File: src/rtl/write_bram_pkg.sv
// write_bram_pkg: FSM state encodings and FIFO sizing shared by write_bram and its FIFO.
package write_bram_pkg;
   typedef enum logic [1:0] {IDLE = 2'd0, WRITE = 2'd1, DONE = 2'd2} state_t;
   localparam int FIFO_DEPTH = 4;
   localparam int FIFO_LOG = 2;
endpackage

File: src/rtl/write_bram_fifo.sv
// write_bram_fifo: small synchronous FIFO with combinational head and occupancy count.
module write_bram_fifo #(
   parameter int WIDTH = 8,
   parameter int NUM_SLOTS = 4,
   parameter int LOG_SLOTS = 2
) (
   input  logic                 clk,
   input  logic                 rst,
   input  logic                 push,
   input  logic                 pop,
   input  logic [WIDTH-1:0]     data_in,
   output logic [WIDTH-1:0]     head,
   output logic                 empty,
   output logic                 full,
   output logic [LOG_SLOTS:0]   count
);
   logic [WIDTH-1:0] mem [NUM_SLOTS];
   logic [LOG_SLOTS-1:0] rd_ptr, wr_ptr;
   logic do_push, do_pop;
   assign empty = count == '0;
   assign full = count == (LOG_SLOTS+1)'(NUM_SLOTS);
   assign do_push = push & ~full;
   assign do_pop = pop & ~empty;
   assign head = mem[rd_ptr];
   always_ff @(posedge clk)
      if (do_push) mem[wr_ptr] <= data_in;
   always_ff @(posedge clk)
      if (!rst) begin
         rd_ptr <= '0;
         wr_ptr <= '0;
         count <= '0;
      end else begin
         if (do_push) wr_ptr <= wr_ptr + LOG_SLOTS'(1);
         if (do_pop) rd_ptr <= rd_ptr + LOG_SLOTS'(1);
         count <= count + (LOG_SLOTS+1)'(do_push) - (LOG_SLOTS+1)'(do_pop);
      end
endmodule

File: src/rtl/write_bram.sv
// write_bram: streams buffered words into BRAM over num_iters passes of num_writes_per_iter addresses.
// Define WRITE_BRAM_DEBUG_EN for a cycle counter and trace prints of configures, writes and drops.
module write_bram
   import write_bram_pkg::*;
#(
   parameter int DATA_WIDTH = 8,
   parameter int LOG_MAX_ITERS = 16,
   parameter int LOG_MAX_WRITES_PER_ITER = 16,
   parameter int LOG_MAX_ADDRESS = 16
) (
   input  logic                               clk,
   input  logic                               rst,
   input  logic                               configure,
   input  logic [LOG_MAX_ITERS-1:0]           num_iters,
   input  logic [LOG_MAX_WRITES_PER_ITER-1:0] num_writes_per_iter,
   input  logic [LOG_MAX_ADDRESS-1:0]         base_address,
   input  logic                               valid_in,
   input  logic [DATA_WIDTH-1:0]              data_in,
   output logic                               avail_out,
   output logic                               write_out,
   output logic [LOG_MAX_ADDRESS-1:0]         address_out,
   output logic [DATA_WIDTH-1:0]              data_out,
   output logic                               done,
   output logic                               overflow
);
   state_t state, state_next;
   logic [LOG_MAX_ITERS-1:0] iters_left;
   logic [LOG_MAX_WRITES_PER_ITER-1:0] writes_left, cfg_writes;
   logic [LOG_MAX_ADDRESS-1:0] address, cfg_base;
   logic [FIFO_LOG:0] count;
   logic empty, full, start, last;
   write_bram_fifo #(.WIDTH(DATA_WIDTH), .NUM_SLOTS(FIFO_DEPTH), .LOG_SLOTS(FIFO_LOG)) fifo (
      .clk(clk),
      .rst(rst),
      .push(valid_in),
      .pop(write_out),
      .data_in(data_in),
      .head(data_out),
      .empty(empty),
      .full(full),
      .count(count)
   );
   assign write_out = (state == WRITE) & ~empty;
   assign address_out = address;
   assign done = state == DONE;
   // Leaves two free slots for words already in flight from upstream.
   assign avail_out = (state == WRITE) & (count <= (FIFO_LOG+1)'(2));
   assign start = configure & (num_iters != '0) & (num_writes_per_iter != '0);
   assign last = write_out & (writes_left == LOG_MAX_WRITES_PER_ITER'(1)) & (iters_left == LOG_MAX_ITERS'(1));
   always_comb begin
      state_next = state;
      state_next = configure ? (start ? WRITE : DONE) : last ? DONE : (state == DONE) ? IDLE : state;
   end
   always_ff @(posedge clk)
      if (!rst) begin
         state <= IDLE;
         iters_left <= '0;
         writes_left <= '0;
         cfg_writes <= '0;
         address <= '0;
         cfg_base <= '0;
         overflow <= 1'b0;
      end else begin
         state <= state_next;
         overflow <= configure ? 1'b0 : overflow | (valid_in & full);
         // A write coinciding with configure lands at the old address but is not counted.
         if (configure) begin
            iters_left <= num_iters;
            writes_left <= num_writes_per_iter;
            cfg_writes <= num_writes_per_iter;
            address <= base_address;
            cfg_base <= base_address;
         end else if (write_out) begin
            if (writes_left > LOG_MAX_WRITES_PER_ITER'(1)) begin
               writes_left <= writes_left - LOG_MAX_WRITES_PER_ITER'(1);
               address <= address + LOG_MAX_ADDRESS'(1);
            end else if (iters_left > LOG_MAX_ITERS'(1)) begin
               iters_left <= iters_left - LOG_MAX_ITERS'(1);
               writes_left <= cfg_writes;
               address <= cfg_base;
            end else begin
               iters_left <= '0;
               writes_left <= '0;
            end
         end
      end
`ifdef WRITE_BRAM_DEBUG_EN
   logic [15:0] cycle;
   always_ff @(posedge clk) begin
      cycle <= !rst ? 16'd0 : cycle + 16'd1;
      if (rst && configure) $display("write_bram: cycle %0d configure", cycle);
      if (rst && write_out) $display("write_bram: cycle %0d write addr %0h data %0h", cycle, address_out, data_out);
      if (rst && valid_in && full) $display("write_bram: cycle %0d drop addr %0h data %0h", cycle, address_out, data_in);
   end
`endif
endmodule

File: config.mk
export PLATFORM = sky130hd
export DESIGN_NAME = write_bram
export DESIGN_NICKNAME = d
export VERILOG_FILES = /design/src/rtl/write_bram_pkg.sv /design/src/rtl/write_bram_fifo.sv /design/src/rtl/write_bram.sv
export SDC_FILE = /design/constraint.sdc
export NUM_CORES = 1
export LEC_CHECK = 0
export ABC_AREA = 0
export BUFFER_PORTS_ARGS = -buffer_cell sky130_fd_sc_hd__buf_2
export CORE_UTILIZATION = 52
export DETAILED_ROUTE_END_ITERATION = 6
export PLACE_DENSITY = 0.76
export SYNTH_ARGS = -nofsm -noshare
export SYNTH_HDL_FRONTEND = slang
export SYNTH_SLANG_ARGS = --single-unit
File: constraint.sdc
create_clock -name clk -period 2.6 [get_ports clk]
set_clock_uncertainty 0.15 [all_clocks]
set_input_delay 0 -clock clk [delete_from_list [all_inputs] [get_ports clk]]
set_output_delay 0 -clock clk [all_outputs]
set_load 0.005 [all_outputs]
==> results.toml <==
[status]
status = "complete, but fails checks"
violations = "DRC"

[worst_setup_path]
r2r-start = "iters_left[15]"
r2r_cells = 8
crit_type = "reg2reg"
end_kind = "flop"
cp.arrival_ns = 2.58
r2r_end = "iters_left[1]"
critPathMaxFanout = 6
r2r_slack_ns = 0.15
start_kind = "flop"
cp.required_ns = 2.73

[yosys]
yosysMostFrequentCell = "dfxtp_1"
synth_flop_cell = "dfxtp_1"
syn_area_per_cell_um2 = 9.08
ys_warn_count = 0
async_reset_ff_share_pct = 0
post-synth-top-area-cell = "dfxtp_1"
synth_top_area_share_pct = 29.5
synth.top_cells.by_area = "dfxtp_1 29%, edfxtp_1 15%, nand2_1 4.4%"
post_synth_num_cell_types = 67
ys_ff_latch = 124
synth_area_mm2 = 0.00625
synth-edff-count = 32
syn-num-nets = 761
synth.top_cells.by_count = "92 x dfxtp_1, 74 x nand2_1, 59 x nor2_1"
netlist_instances = 688
ys_seq_area_share_pct = 44.8

[timing]
setup_viol = 0
tns_ns = 0
slew_viol_final = 0
worst_slack_ns = 0.151
fmax_mhz = 408
finalCritPeriodShare_pct = 94.2
min_period_ns = 2.45
max_slew_margin_pct = 51.1
hold_viol_final = 0
rsz0062_at_grt = "false"
tightest_slew_ns = 0.732

[global_routing]
grt_antenna_before_repair = 0
track_usage_pct = 29.9
overflow = 0
grt_first_pass_wirelength_um = 29300
grt_max_degree = 64
first_global_vias = 6132

[clock_tree]
clock-root-buffer = "clkbuf_16"
clock_latency_ns = 0.43
cts_made_buffers = 17
cts_tree = "done"
clk_pin_slew_ns = 0.06
cts_buffer_depth = 2
h-tree-depth = 4
cts_sinks = 124

[placed_design]
dp_slack_ns = 0.00428
portBuffers = 87
place_congestion = 0.926
hpwl_um = 11600

[power_and_ir_drop]
pwr-share-seq_pct = 37.8
clkPwrFrac_pct = 38.4
internal_power_uw = 4390
p_comb_share_pct = 23.7
leakagePower_uw = 0.00325
ir_drop_mv = 0.526
power_density_mw_per_mm2 = 770
switching_share_pct = 30.3
p_sw_uw = 1910

[final_layout]
final_nets = 919
nFillCells = 889
area_growth_pct = 31.0
antennaDiodeCount = 0
drive_gt1_share_pct = 20.1

[route]
drt_iter0_drc = 476
vias = 6100
wl_um = 18000
drc_errors = 5
dr.pass1.iters = 7
ant_nets = 0
routedWlPerCell_um = 17.9
via_per_inst = 6.09

[floorplanning]
core-area_mm2 = 0.0116
fp.dieH_um = 112
std_cell_rows = 39
die_w_um = 112
start_util_pct = 54.0
die-area_mm2 = 0.0125
io_pins = 88

[job]
maxCapViolCount = 0

[min_path]
hold_path_startpoint = "data_in[5]"
min_to = "fifo.mem[0][5]"
hold_class = "in2reg"
whs_path_depth = 2
==> sequential cells by signal (all words and copies together), names as in the netlist, named ones only <==
| signal | flops |
|---|---|
| address_out | 16 |
| state | 2 |
| cfg_writes | 16 |
| overflow | 1 |
| iters_left | 16 |
| fifo.rd_ptr | 2 |
| fifo.wr_ptr | 2 |
| fifo.count | 3 |
| writes_left | 16 |
| fifo.mem | 32 |
| cfg_base | 16 |
==> cell type report <==
class                      instances  area (um^2)  share of cell area (%)
sequential                       124         2800                    34.2
timing repair buffer             184         1340                    16.4
clock buffer                      19          433                    5.29
tap                              143          179                    2.19
clock inverter                    13          169                    2.06
multi-input combinational        501         3190                    39.0
inverter                          18         67.6                   0.825
==> placed cells by master (no fill, tap or decap), types with 11 or more instances in the layout <==
| cell | netlist | layout |
|---|---|---|
| dfxtp_1 | 92 | 92 |
| buf_2 | 8 | 87 |
| nand2_1 | 74 | 73 |
| dlygate4sd3_1 | 0 | 62 |
| nor2_1 | 59 | 58 |
| a21oi_1 | 52 | 52 |
| o21ai_0 | 45 | 45 |
| buf_4 | 0 | 33 |
| edfxtp_1 | 32 | 32 |
| nand3_1 | 22 | 22 |
| inv_1 | 18 | 18 |
| a31oi_1 | 18 | 18 |
| nor3_1 | 17 | 17 |
| clkbuf_16 | 0 | 17 |
| mux2i_1 | 16 | 16 |
| nor4_1 | 14 | 14 |
| ha_1 | 12 | 12 |
| and2_1 | 11 | 11 |
| nand4_1 | 11 | 11 |
| xor2_1 | 11 | 11 |
==> power by group through the flow <==
| stage | registers, uW | logic, uW | clock network (uW) |
|---|---|---|---|
| floorplan | 2360 | 933 | 0 |
| global placement | 2400 | 1320 | 0 |
| detailed placement | 2420 | 1380 | 0 |
| CTS | 2380 | 1460 | 2430 |
| global route | 2410 | 1640 | 2510 |
| finish | 2380 | 1490 | 2420 |
==> stage by stage <==
step / hold slack, ns / util [%] / total power [uW] / std cells / cell area [um^2]
6_report: 0.183 / 70.8 / 6300 / 1002 / 8190
3_3_place_gp: 0.0625 / 60.0 / 3720 / 907 / 6940
4_1_cts: 0.174 / 70.6 / 6270 / 1001 / 8170
3_5_place_dp: 0.0765 / 60.0 / 3790 / 907 / 6940
2_1_floorplan: -0.0511 / - / 3290 / 688 / 6250
5_1_grt: 0.183 / 70.8 / 6560 / 1002 / 8190
==> per-layer routing <==
layer / up-vias / global-route usage [%] / share of wire, %
li1: 2873 / - / -
met1: 2941 / 36.4 / 42
met2: 235 / 50.8 / 49
met3: 51 / 5.01 / 5.8
met4: 0 / 15.9 / 2.7
met5: - / 0 / 0
==> cells by family after synthesis <==
group | Yosys count | synth area share (%)
flip-flops | 124 | 44.8
buffers and inverters | 63 | 4.30
XOR/XNOR | 20 | 2.80
AO/OA/AOI/OAI | 201 | 20.8
adder cells (fa/ha/maj) | 13 | 2.72
multiplexers | 24 | 5.45
AND/OR/NAND/NOR | 243 | 19.1
==> timing repair <==
action	in CTS	in global routing
pin swaps	0	1
endpoints found under the hold margin	116	0
setup buffers	0	1
resized for setup	1	2
hold buffers	62	0
setup endpoints to repair	1	23
gates cloned	0	0
==> critical path, cell delays in order, from the launching register on <==
cell,delay [ns]
dfxtp_1,0.32
or4_1,0.59
nor4b_4,0.28
buf_4,0.20
and2_0,0.32
buf_4,0.19
nor2_1,0.05
o221ai_1,0.15
a21oi_1,0.06
==> how the worst max path moves through the flow <==
stage | from | end | slack (ns) | depth (start not counted)
2_1_floorplan | state[1] | fifo.count[1] | 0.07 | 10
3_3_place_gp | iters_left[0] | address_out[10] | 0.004 | 7
3_5_place_dp | iters_left[0] | address_out[10] | 0.004 | 7
4_1_cts | iters_left[0] | address_out[10] | 0.003 | 7
5_1_grt | writes_left[0] | iters_left[0] | 0.03 | 8
6_report | iters_left[15] | iters_left[1] | 0.15 | 8
Note: power is estimated with default switching activity, not from simulation.
